File: src/rtl/dmem_arbiter.sv
// Two-requester arbiter and access sequencer for a byte-addressed 64-bit data memory.
// Port 0 is the CPU load/store unit, port 1 the program loader / debug port.
// Each access takes three cycles: IDLE (arbitrate and latch), ACC (drive the memory),
// and RSP (return the response). Ties are broken round-robin.
//
// Ports:
//   clk_i, rst_i                  clock, asynchronous active-high reset
//   req*_i, we*_i, size*_i        request, store flag, size (0 byte .. 3 dword)
//   addr*_i, wdata*_i             byte address, LSB-aligned store data
//   gnt*_o                        one-cycle grant pulse (ACC cycle)
//   rvalid*_o, err*_o             one-cycle response pulse; err marks a rejected access
//   rdata_o                       registered load data, bytes above the size forced to 0
//   mem_*                         memory-side read/write interface
module dmem_arbiter #(
  parameter int unsigned ADDR_W    = 16,
  parameter int unsigned MEM_BYTES = 65536
) (
  input  logic              clk_i,
  input  logic              rst_i,
  input  logic              req0_i,
  input  logic              req1_i,
  input  logic              we0_i,
  input  logic              we1_i,
  input  logic [1:0]        size0_i,
  input  logic [1:0]        size1_i,
  input  logic [ADDR_W-1:0] addr0_i,
  input  logic [ADDR_W-1:0] addr1_i,
  input  logic [63:0]       wdata0_i,
  input  logic [63:0]       wdata1_i,
  output logic              gnt0_o,
  output logic              gnt1_o,
  output logic              rvalid0_o,
  output logic              rvalid1_o,
  output logic              err0_o,
  output logic              err1_o,
  output logic [63:0]       rdata_o,
  output logic              mem_rden_o,
  output logic [7:0]        mem_wren_o,
  output logic [ADDR_W-1:0] mem_rdaddress_o,
  output logic [ADDR_W-1:0] mem_wraddress_o,
  output logic [63:0]       mem_wdata_o,
  input  logic [63:0]       mem_rdata_i
);

  localparam logic [ADDR_W:0] LastByte = (ADDR_W+1)'(MEM_BYTES - 1);

  typedef enum logic [1:0] {StIdle, StAcc, StRsp} state_e;

  state_e state_q, state_d;

  logic              last_grant_q;
  logic              port_q;
  logic              we_q;
  logic [1:0]        size_q;
  logic [ADDR_W-1:0] addr_q;
  logic [63:0]       wdata_q;
  logic [63:0]       rdata_q;

  logic              take;
  logic              sel_port;
  logic              aligned;
  logic              in_range;
  logic              access_ok;
  logic [3:0]        span_m1;
  logic [ADDR_W:0]   last_addr;
  logic [7:0]        wren_code;
  logic [63:0]       size_mask;

  // On a tie pick the port that did not win last time.
  assign take     = (state_q == StIdle) && (req0_i || req1_i);
  assign sel_port = (req0_i && req1_i) ? ~last_grant_q : req1_i;

  // Access decode from the latched request.
  always_comb begin
    span_m1   = 4'd0;
    aligned   = 1'b1;
    wren_code = 8'h01;
    size_mask = 64'h0000_0000_0000_00ff;
    unique case (size_q)
      2'd0: begin
        span_m1   = 4'd0;
        aligned   = 1'b1;
        wren_code = 8'h01;
        size_mask = 64'h0000_0000_0000_00ff;
      end
      2'd1: begin
        span_m1   = 4'd1;
        aligned   = (addr_q[0] == 1'b0);
        wren_code = 8'h03;
        size_mask = 64'h0000_0000_0000_ffff;
      end
      2'd2: begin
        span_m1   = 4'd3;
        aligned   = (addr_q[1:0] == 2'b00);
        wren_code = 8'h0f;
        size_mask = 64'h0000_0000_ffff_ffff;
      end
      default: begin
        span_m1   = 4'd7;
        aligned   = (addr_q[2:0] == 3'b000);
        wren_code = 8'hff;
        size_mask = 64'hffff_ffff_ffff_ffff;
      end
    endcase
  end

  // One extra bit so an access running past the top of the address space cannot wrap.
  assign last_addr = {1'b0, addr_q} + {{(ADDR_W-3){1'b0}}, span_m1};
  assign in_range  = (last_addr <= LastByte);
  assign access_ok = aligned && in_range;

  // State register.
  always_ff @(posedge clk_i or posedge rst_i) begin
    if (rst_i) begin
      state_q <= StIdle;
    end else begin
      state_q <= state_d;
    end
  end

  // Next-state logic.
  always_comb begin
    state_d = state_q;
    unique case (state_q)
      StIdle:  if (req0_i || req1_i) state_d = StAcc;
      StAcc:   state_d = StRsp;
      StRsp:   state_d = StIdle;
      default: state_d = StIdle;
    endcase
  end

  // Request latch, fairness pointer and load data capture.
  always_ff @(posedge clk_i or posedge rst_i) begin
    if (rst_i) begin
      last_grant_q <= 1'b1;
      port_q       <= 1'b0;
      we_q         <= 1'b0;
      size_q       <= 2'd0;
      addr_q       <= '0;
      wdata_q      <= '0;
      rdata_q      <= '0;
    end else begin
      if (take) begin
        last_grant_q <= sel_port;
        port_q       <= sel_port;
        we_q         <= sel_port ? we1_i    : we0_i;
        size_q       <= sel_port ? size1_i  : size0_i;
        addr_q       <= sel_port ? addr1_i  : addr0_i;
        wdata_q      <= sel_port ? wdata1_i : wdata0_i;
      end
      if ((state_q == StAcc) && access_ok && !we_q) begin
        rdata_q <= mem_rdata_i & size_mask;
      end
    end
  end

  // Outputs decode from state only, so an asynchronous reset clears them at once.
  always_comb begin
    gnt0_o          = 1'b0;
    gnt1_o          = 1'b0;
    rvalid0_o       = 1'b0;
    rvalid1_o       = 1'b0;
    err0_o          = 1'b0;
    err1_o          = 1'b0;
    mem_rden_o      = 1'b0;
    mem_wren_o      = 8'h00;
    mem_rdaddress_o = '0;
    mem_wraddress_o = '0;
    mem_wdata_o     = '0;
    unique case (state_q)
      StAcc: begin
        gnt0_o = ~port_q;
        gnt1_o = port_q;
        if (access_ok) begin
          if (we_q) begin
            mem_wren_o      = wren_code;
            mem_wraddress_o = addr_q;
            mem_wdata_o     = wdata_q;
          end else begin
            mem_rden_o      = 1'b1;
            mem_rdaddress_o = addr_q;
          end
        end
      end
      StRsp: begin
        rvalid0_o = ~port_q;
        rvalid1_o = port_q;
        err0_o    = ~port_q & ~access_ok;
        err1_o    = port_q & ~access_ok;
      end
      default: ;
    endcase
  end

  assign rdata_o = rdata_q;

endmodule

File: config.mk
export PLATFORM = sky130hd
export DESIGN_NAME = dmem_arbiter
export DESIGN_NICKNAME = d
export VERILOG_FILES = /design/src/rtl/dmem_arbiter.sv
export SDC_FILE = /design/constraint.sdc
export NUM_CORES = 1
export LEC_CHECK = 0
export ABC_AREA = 1
export BUFFER_PORTS_ARGS = -buffer_cell sky130_fd_sc_hd__buf_2
export CORE_AREA = 2 2 158 160
export DETAILED_ROUTE_END_ITERATION = 10
export DIE_AREA = 0 0 160 162
export PLACE_DENSITY = 0.65
export SLEW_MARGIN = 20
export SYNTH_ARGS = -nofsm -noshare
export SYNTH_HDL_FRONTEND = slang
export SYNTH_SLANG_ARGS = --single-unit
File: constraint.sdc
create_clock -name clk_i -period 13.4 [get_ports clk_i]
set_clock_uncertainty 0.2 [all_clocks]
set_input_delay 0.67 -clock clk_i [delete_from_list [all_inputs] [get_ports clk_i]]
set_output_delay 0.67 -clock clk_i [all_outputs]
set_load 0.05 [all_outputs]
# Word level (Yosys, flattened, before mapping)
# Cells that the tools add are included.
# W data, S select, Z words.
op_classes:
  addsub: 1
  order_cmp: 1
  eq_ne: 5
  mux: 32
  n_bitwise: 7
  n_reduce_logical: 11
op_table:
  columns: ["cell", "count"]
  rows:
  - ["$mux W64", 4]
  - ["$pmux W64 S3", 1]
  - ["$mux W16", 7]
  - ["$and A64 B64 Y64", 1]
  - ["$mux W8", 3]
  - ["$pmux W8 S3", 1]
  - ["$add A16 B4 Y17", 1]
  - ["$le A17 B16 Y1 const B", 1]
  - ["$mux W1", 11]
  - ["$pmux W3 S3", 1]
  - ["$logic_not A2 Y1", 3]
  - ["$logic_and A1 B1 Y1", 5]
  - ["$eq A2 B1 Y1 const B", 2]
  - ["$eq A2 B2 Y1 const B", 2]
  - ["$mux W2", 2]
  - ["$not A1 Y1", 4]
  - ["$pmux W2 S2", 1]
  - ["$logic_not A3 Y1", 1]
  - ["$pmux W1 S3", 1]
  - ["$and A1 B1 Y1", 2]
  - ["$ne A2 B1 Y1 const B", 1]
  - ["$logic_not A1 Y1", 1]
  - ["$logic_or A1 B1 Y1", 1]
totals:
  regBits: 151
  output_inout_bits: 175
  elab_cells: 65

# Depth between registers and ports, before layout
# Gate-level depths: netlist (run 1).
depth:
  ltp_word: 8
  depth_mapped: 15
  mapped_depth_nobuf: 12

# Worst setup path after synthesis (run 1)
# No wires, ideal clock.
synth_timing:
  kind: "reg2out"
  start: "register size_q[1]"
  end: "output port mem_wren_o[5]"
  arrival_ps: 3452
  required_ps: 12530
  slack_ps: 9078
  stages_incl_launch_ff: 15
  path_cell_list: "dfrtp_1 > buf_2 > nand2_1 > clkbuf_1 > inv_1 > ha_1 > nand2_1 > nand2_1 > nand2_1 > nor2_1 > nand2_1 > nand4_1 > buf_2 > nor3_1 > buf_4"
synth_between:
  elab_chain_len: 7
  word_cells_on_any_way: 12
synth_lines:
  columns: ["element", "line_no", "source"]
  rows:
  - ["start, declared", "54", "logic [1:0] size_q;"]
  - ["start signal, assigned", "147", "size_q <= sel_port ? size1_i : size0_i;"]
  - ["$eq A2 B2 Y1 (tied with other cells)", "79", "unique case (size_q)"]
  - ["$pmux W3 S3", "79", null]
  - ["$add A16 B4 Y17", "108", "assign last_addr = {1'b0, addr_q} + {{(ADDR_W-3){1'b0}}, span_m1};"]
  - ["$le A17 B16 Y1", "109", "assign in_range = (last_addr <= LastByte);"]
  - ["$logic_and A1 B1 Y1", "110", "assign access_ok = aligned && in_range;"]
  - ["$mux W8 (*)", "174", "if (access_ok) begin"]
  - ["$mux W8 (*)", "170", "unique case (state_q)"]
  - ["end, declared", "38", "output logic [7:0] mem_wren_o,"]
# Every way passes the cells marked *; elsewhere a longest branch is shown, timed or not.

# Worst setup path after layout (run 1)
layout_timing:
  start: "register size_q[1]"
  end: "output port mem_wren_o[6]"
# Same word-level chain as after synthesis.

==> results of run 1 <==
how the worst min path moves through the flow:
stage	endpoint	depth (start not counted)
after floorplan	last_grant_q	2
after global placement	rdata_o[37]	2
after detailed placement	rdata_o[29]	2
after CTS	rdata_o[54]	2
after global routing	rdata_o[56]	2
final	rdata_o[56]	2
state kept, by name, summed over array words and instances (netlist names):
signal	count
rdata_o	64
wdata_q	64
addr_q	16
size_q	2
state_q	2
last_grant_q	1
port_q	1
we_q	1
stage by stage:
step / setup WS, ns / utilization / total power [uW] / hold slack [ns] / instance area (um2)
2_1_floorplan: 8.47 / - / 1890 / 0.261 / 7750
3_3_place_gp: 8.08 / 0.410 / 2210 / 0.257 / 9880
3_5_place_dp: 7.92 / 0.410 / 2220 / 0.260 / 9880
4_1_cts: 7.46 / 0.434 / 2720 / 0.264 / 10500
5_1_grt: 7.34 / 0.434 / 2880 / 0.287 / 10500
6_report: 7.89 / 0.434 / 2700 / 0.226 / 10500
per-layer routing:
| metal | GRT usage | up-vias | wire length (um) |
|---|---|---|---|
| met5 | 0 | - | 13 |
| met4 | 0.0762 | 2 | 562 |
| met3 | 0.0409 | 28 | 1850 |
| met2 | 0.335 | 360 | 12500 |
| met1 | 0.248 | 3831 | 11100 |
| li1 | - | 3989 | - |
logic make-up (layout without fill, tap and decap cells):
group                    count (synthesis)  count (layout)  synth area share
buffers and inverters                  238             601             0.128
flip-flops                             151             151             0.487
adder cells (fa/ha/maj)                  3               3           0.00581
AND/OR/NAND/NOR                        474             474             0.257
AO/OA/AOI/OAI                          168             168             0.122
other                                    0               2                 0
Yosys cell counts:
library cell and count:
nor3_4 1, o22ai_1 83, buf_2 36, inv_1 151, buf_1 6, buf_6 5, nand4_2 1, clkbuf_1 33
nand2_1 168, dfrtp_1 150, inv_2 3, dfstp_2 1, fa_1 1, nor2_1 231, nand3_1 1, nor2_4 3
nor3_1 3, nand4_1 65, ha_1 2, nand2_2 1, buf_4 4, o21ai_0 85
report_power, final:
group	internal (uW)	total, uW	leakage, uW	switching [uW]
logic	333	1440	0.00398	1110
registers	669	769	0.00190	99.7
clock network	281	485	0.000276	204
total	1280	2700	0.00616	1410
critical path, delay by kind of cell (launching register included):
family                     cells  cell delay (ns)
adders and majority gates      1             0.25
buffers and inverters          3             1.14
DFF                            1             0.83
and+or+nand+nor                8             1.98
cell type report:
type	instances	area, um2	share of cell area
diodes	2	5.00	0.000478
clock buffers	18	439	0.0420
clock inverters	12	144	0.0137
inverters	154	583	0.0557
multi-input cells	645	3000	0.287
flip-flops and latches	151	3780	0.361
well taps	324	405	0.0387
repair buffers	417	2110	0.202
==> results_dict.tcl, run 1 <==
set metrics [dict create \
    status "finished clean" \
    rsz0062_at_grt "no" \
    drtAntennaViolNets 0 \
    hpwl_mm 17.8 \
    ys_warn_count 0 \
    cts.root.buffer_cell "clkbuf_16" \
    synth.top_cells.by_area "dfrtp_1, nor2_1, nand2_1, inv_1, o22ai_1" \
    synth_area_um2 7750 \
    yosysUniqueCellTypes 22 \
    areaGrowthSynthToFinish_pct 35.0 \
    cts_max_path_buffers 2 \
    rr_worst_depth 12 \
    required_ns 12.53 \
    grt_pass1_vias 7917 \
    cts_max_level 4 \
    critPathCaptureType "output pin" \
    cellPowerDensity_nw_per_um2 258 \
    syn_avg_cell_area_um2 7.50 \
    path_cells "nand2_2, inv_1, ha_1, nand2_1, nand2_1, nand2_1, nor2_1, nand2_1, nand4_1, buf_4, nor3_1, buf_2" \
    ys_ff_latch 151 \
    core_area_um2 24100 \
    slew_viol_final 0 \
    nNetsFinal 1623 \
    dp.cells 1691 \
    numCtsBuffers 17 \
    drt-vias-per-instance 4.76 \
    worstSetupPathType "flip-flop to output pin" \
    vias 8210 \
    period_share 0.411 \
    gp_congestion 0.841 \
    worstPathArrival_ns 4.64 \
    layout-drive-gt1-share 0.331 \
    start_util 0.322 \
    setup_viol 0 \
    synth-seq-area-share 0.487 \
    static-leakage-power_uw 0.00616 \
    grt_util_all_layers 0.197 \
    cts_sinks 151 \
    clk_latency_ns 0.42 \
    crit_path_max_fanout 68 \
    layout_commonest_cell "buf_2" \
    cap_violations 0 \
    antenna_found_initial 3 \
    r2r_end "rdata_o[47]" \
    yosysTopAreaCell "dfrtp_1" \
    synth_top_cell_area_share 0.484 \
    worst_pin_slew_ns 0.974 \
    drtIter0Drc 684 \
    setup.worst_path.start_class "flip-flop" \
    rrSetupSlack_ns 9.97 \
    dr.pass1.iters 5 \
    portBuffers 408 \
    fin_cells 1723 \
    path_clk_slew_ns 0.06 \
    final_cell_mix "buf_2, nor2_1, nand2_1" \
    cpMostUsedCell "nand2_1" \
    grt_max_degree 94 \
    cts_tree "yes" \
    holdCritPathClass "primary input to async pin" \
    ioPinCount 409 \
    r2r-start "size_q[1]" \
    die-area_um2 25900 \
    die_height_um 162 \
    cts_setup_buffers 0 \
    slew-limit-headroom 0.351 \
    cts-resized-gates 0 \
    drt-total-wl_mm 26.0 \
    nFillCells 2514 \
    fin_crit_ns 5.51 \
    finalHoldViolCount 0 \
    synth_cells 1034 \
    die_w_um 160 \
    rows 57 \
    crit_path_max_incr_delay_ns 0.83 \
    crit_path_end "mem_wren_o[6]" \
    fin_setup_tns_ns 0 \
    cp_slowest_cell "dfrtp_1" \
    syn-num-nets 1271 \
    timing.fmax_mhz 181 \
    peakVddDrop_uv 127 \
    wl_per_cell_um 15.1 \
    hold_buffers 0 \
    grt_pass1_wl_mm 40.7 \
    drc_errors 0 \
    crit_start "size_q[1]" \
    grt.overflow.total 0 \
]
No activity file was read; power rests on OpenSTA's default activity.
==> inputs of run 2 (changes only) <==
Settings changed: CORE_AREA 2 2 158 160 to 2 2 159 161, DIE_AREA 0 0 160 162 to 0 0 161 163.
Clock period 13.4 ns to 5.5 ns, I/O delays scaled along.
==> results_dict.tcl, run 2 (synthesis results as in run 1) <==
set metrics [dict create \
    status "finished clean" \
    die_height_um 163 \
    core_area_um2 24700 \
    dpl_cell_area_um2 9920 \
    cts.root.buffer_cell "clkbuf_16" \
    slew-limit-headroom 0.369 \
    rows 58 \
    finalHoldViolCount 0 \
    drt-total-wl_mm 29.0 \
    critPathCaptureType "output pin" \
    static-leakage-power_uw 0.00710 \
    areaGrowthSynthToFinish_pct 63.2 \
    total_power_uw 7240 \
    grt_max_degree 171 \
    vias 9277 \
    final_util 0.513 \
    hpwl_mm 18.1 \
    clk_latency_ns 0.42 \
    start_util 0.314 \
    fin_crit_ns 4.29 \
    nNetsFinal 1841 \
    drtIter0Drc 795 \
    cap_violations 0 \
    cts_max_path_buffers 2 \
    worst_pin_slew_ns 0.946 \
    setup_viol 0 \
    worstSetupPathType "flip-flop to output pin" \
    grt.overflow.total 0 \
    wl_per_cell_um 14.9 \
    cts-resized-gates 0 \
    gp_congestion 0.854 \
    worstPathArrival_ns 3.81 \
    die_w_um 161 \
    path_clk_slew_ns 0.06 \
    cts_max_level 4 \
    drtAntennaViolNets 0 \
    setup.worst_path.start_class "flip-flop" \
    die-area_um2 26200 \
    portBuffers 408 \
    layout-drive-gt1-share 0.288 \
    grt_pass1_vias 9096 \
    timing.fmax_mhz 233 \
    nFillCells 2363 \
    required_ns 5.03 \
    design_area_um2 12700 \
    whs_ns 0.0295 \
    peakVddDrop_uv 282 \
    cts_tree "yes" \
    rsz0062_at_grt "no" \
    antenna_found_initial 2 \
    slew_viol_final 0 \
    drc_errors 0 \
    fin_setup_tns_ns 0 \
    grt_util_all_layers 0.216 \
    cellPowerDensity_nw_per_um2 572 \
    ioPinCount 409 \
    layout_commonest_cell "buf_2" \
    crit_path_max_fanout 81 \
    holdCritPathClass "primary input to flip-flop" \
    cts_sinks 151 \
    final_cell_mix "buf_2, nor2_1, dlygate4sd3_1" \
    drt-vias-per-instance 4.76 \
    period_share 0.779 \
    dr.pass1.iters 7 \
    grt_pass1_wl_mm 45.6 \
    numCtsBuffers 17 \
]
[run 2: cell count changes in the layout (fill, tap and decap cells not counted)]
| cell | previous run | this run |
|---|---|---|
| clkbuf_1 | 0 | 1 |
| dlygate4sd3_1 | 0 | 214 |
| nand2_4 | 1 | 0 |
| clkinvlp_4 | 3 | 5 |
| inv_6 | 5 | 4 |
| inv_8 | 0 | 1 |
| nand2_1 | 166 | 167 |
| buf_12 | 0 | 1 |
| diode_2 | 2 | 1 |
| clkinv_4 | 3 | 1 |
| buf_4 | 9 | 12 |
[run 2: metrics by stage]
stage	cells	setup slack, ns
after floorplan	1034	0.962
after global placement	1701	1.76
after detailed placement	1701	1.62
after CTS	1945	1.14
after global routing	1946	0.789
final	1947	1.21
[run 2: layout make-up]
type / count / area (um2) / area share
Antenna cell: 1 / 2.50 / 0.000198
Clock buffer: 19 / 443 / 0.0350
Clock inverter: 12 / 144 / 0.0114
Inverter: 154 / 583 / 0.0461
Multi-Input combinational cell: 645 / 2990 / 0.237
Sequential cell: 151 / 3780 / 0.299
Tap cell: 330 / 413 / 0.0326
Timing Repair Buffer: 635 / 4290 / 0.339
[run 2: worst max-delay path, stage by stage, from the launching register on]
cell and delay [ns]:
dfrtp_1 0.66, nor2_4 0.35, inv_2 0.07, ha_1 0.20, fa_1 0.39, nand2_1 0.08, nand2_1 0.04, nand2_1 0.05
nor2_1 0.04, nand2_1 0.11, nand4_1 0.19, buf_4 0.39, nor3_1 0.43, buf_2 0.35
[run 2: what timing repair did]
action / CTS / global route
hold buffers: 213 / 1
hold endpoints to repair: 188 / 1
buffers inserted: 0 / 0
[run 2: power by group]
part	total, uW	internal (uW)	switching, uW	leakage, uW
registers	1880	1630	249	0.00190
clock network	1180	687	497	0.000271
logic	4180	1340	2840	0.00493
total	7240	3650	3580	0.00710
[run 2: worst paths after layout]
path                                       to  slack, ns            start  depth (start not counted)
worst max-delay path            mem_wren_o[7]       1.21        size_q[1]                         13
min in group asynchronous         rdata_o[56]       0.27            rst_i                          3
worst max register to register     rdata_o[1]       2.03        size_q[1]                         13
max in group asynchronous         wdata_q[58]       3.78            rst_i                          4
worst min-delay path              rdata_o[40]       0.03  mem_rdata_i[40]                          5
worst min register to register    rdata_o[33]       0.27      rdata_o[33]                          2
[run 2: layer usage]
metal / share of wire / wire (um) / vias to the layer above / global-route usage
met3: 0.075 / 2160 / 60 / 0.0497
met2: 0.50 / 14400 / 437 / 0.386
li1: - / - / 4424 / -
met5: 0.00045 / 13 / - / 0
met1: 0.40 / 11500 / 4354 / 0.253
met4: 0.031 / 912 / 2 / 0.0840
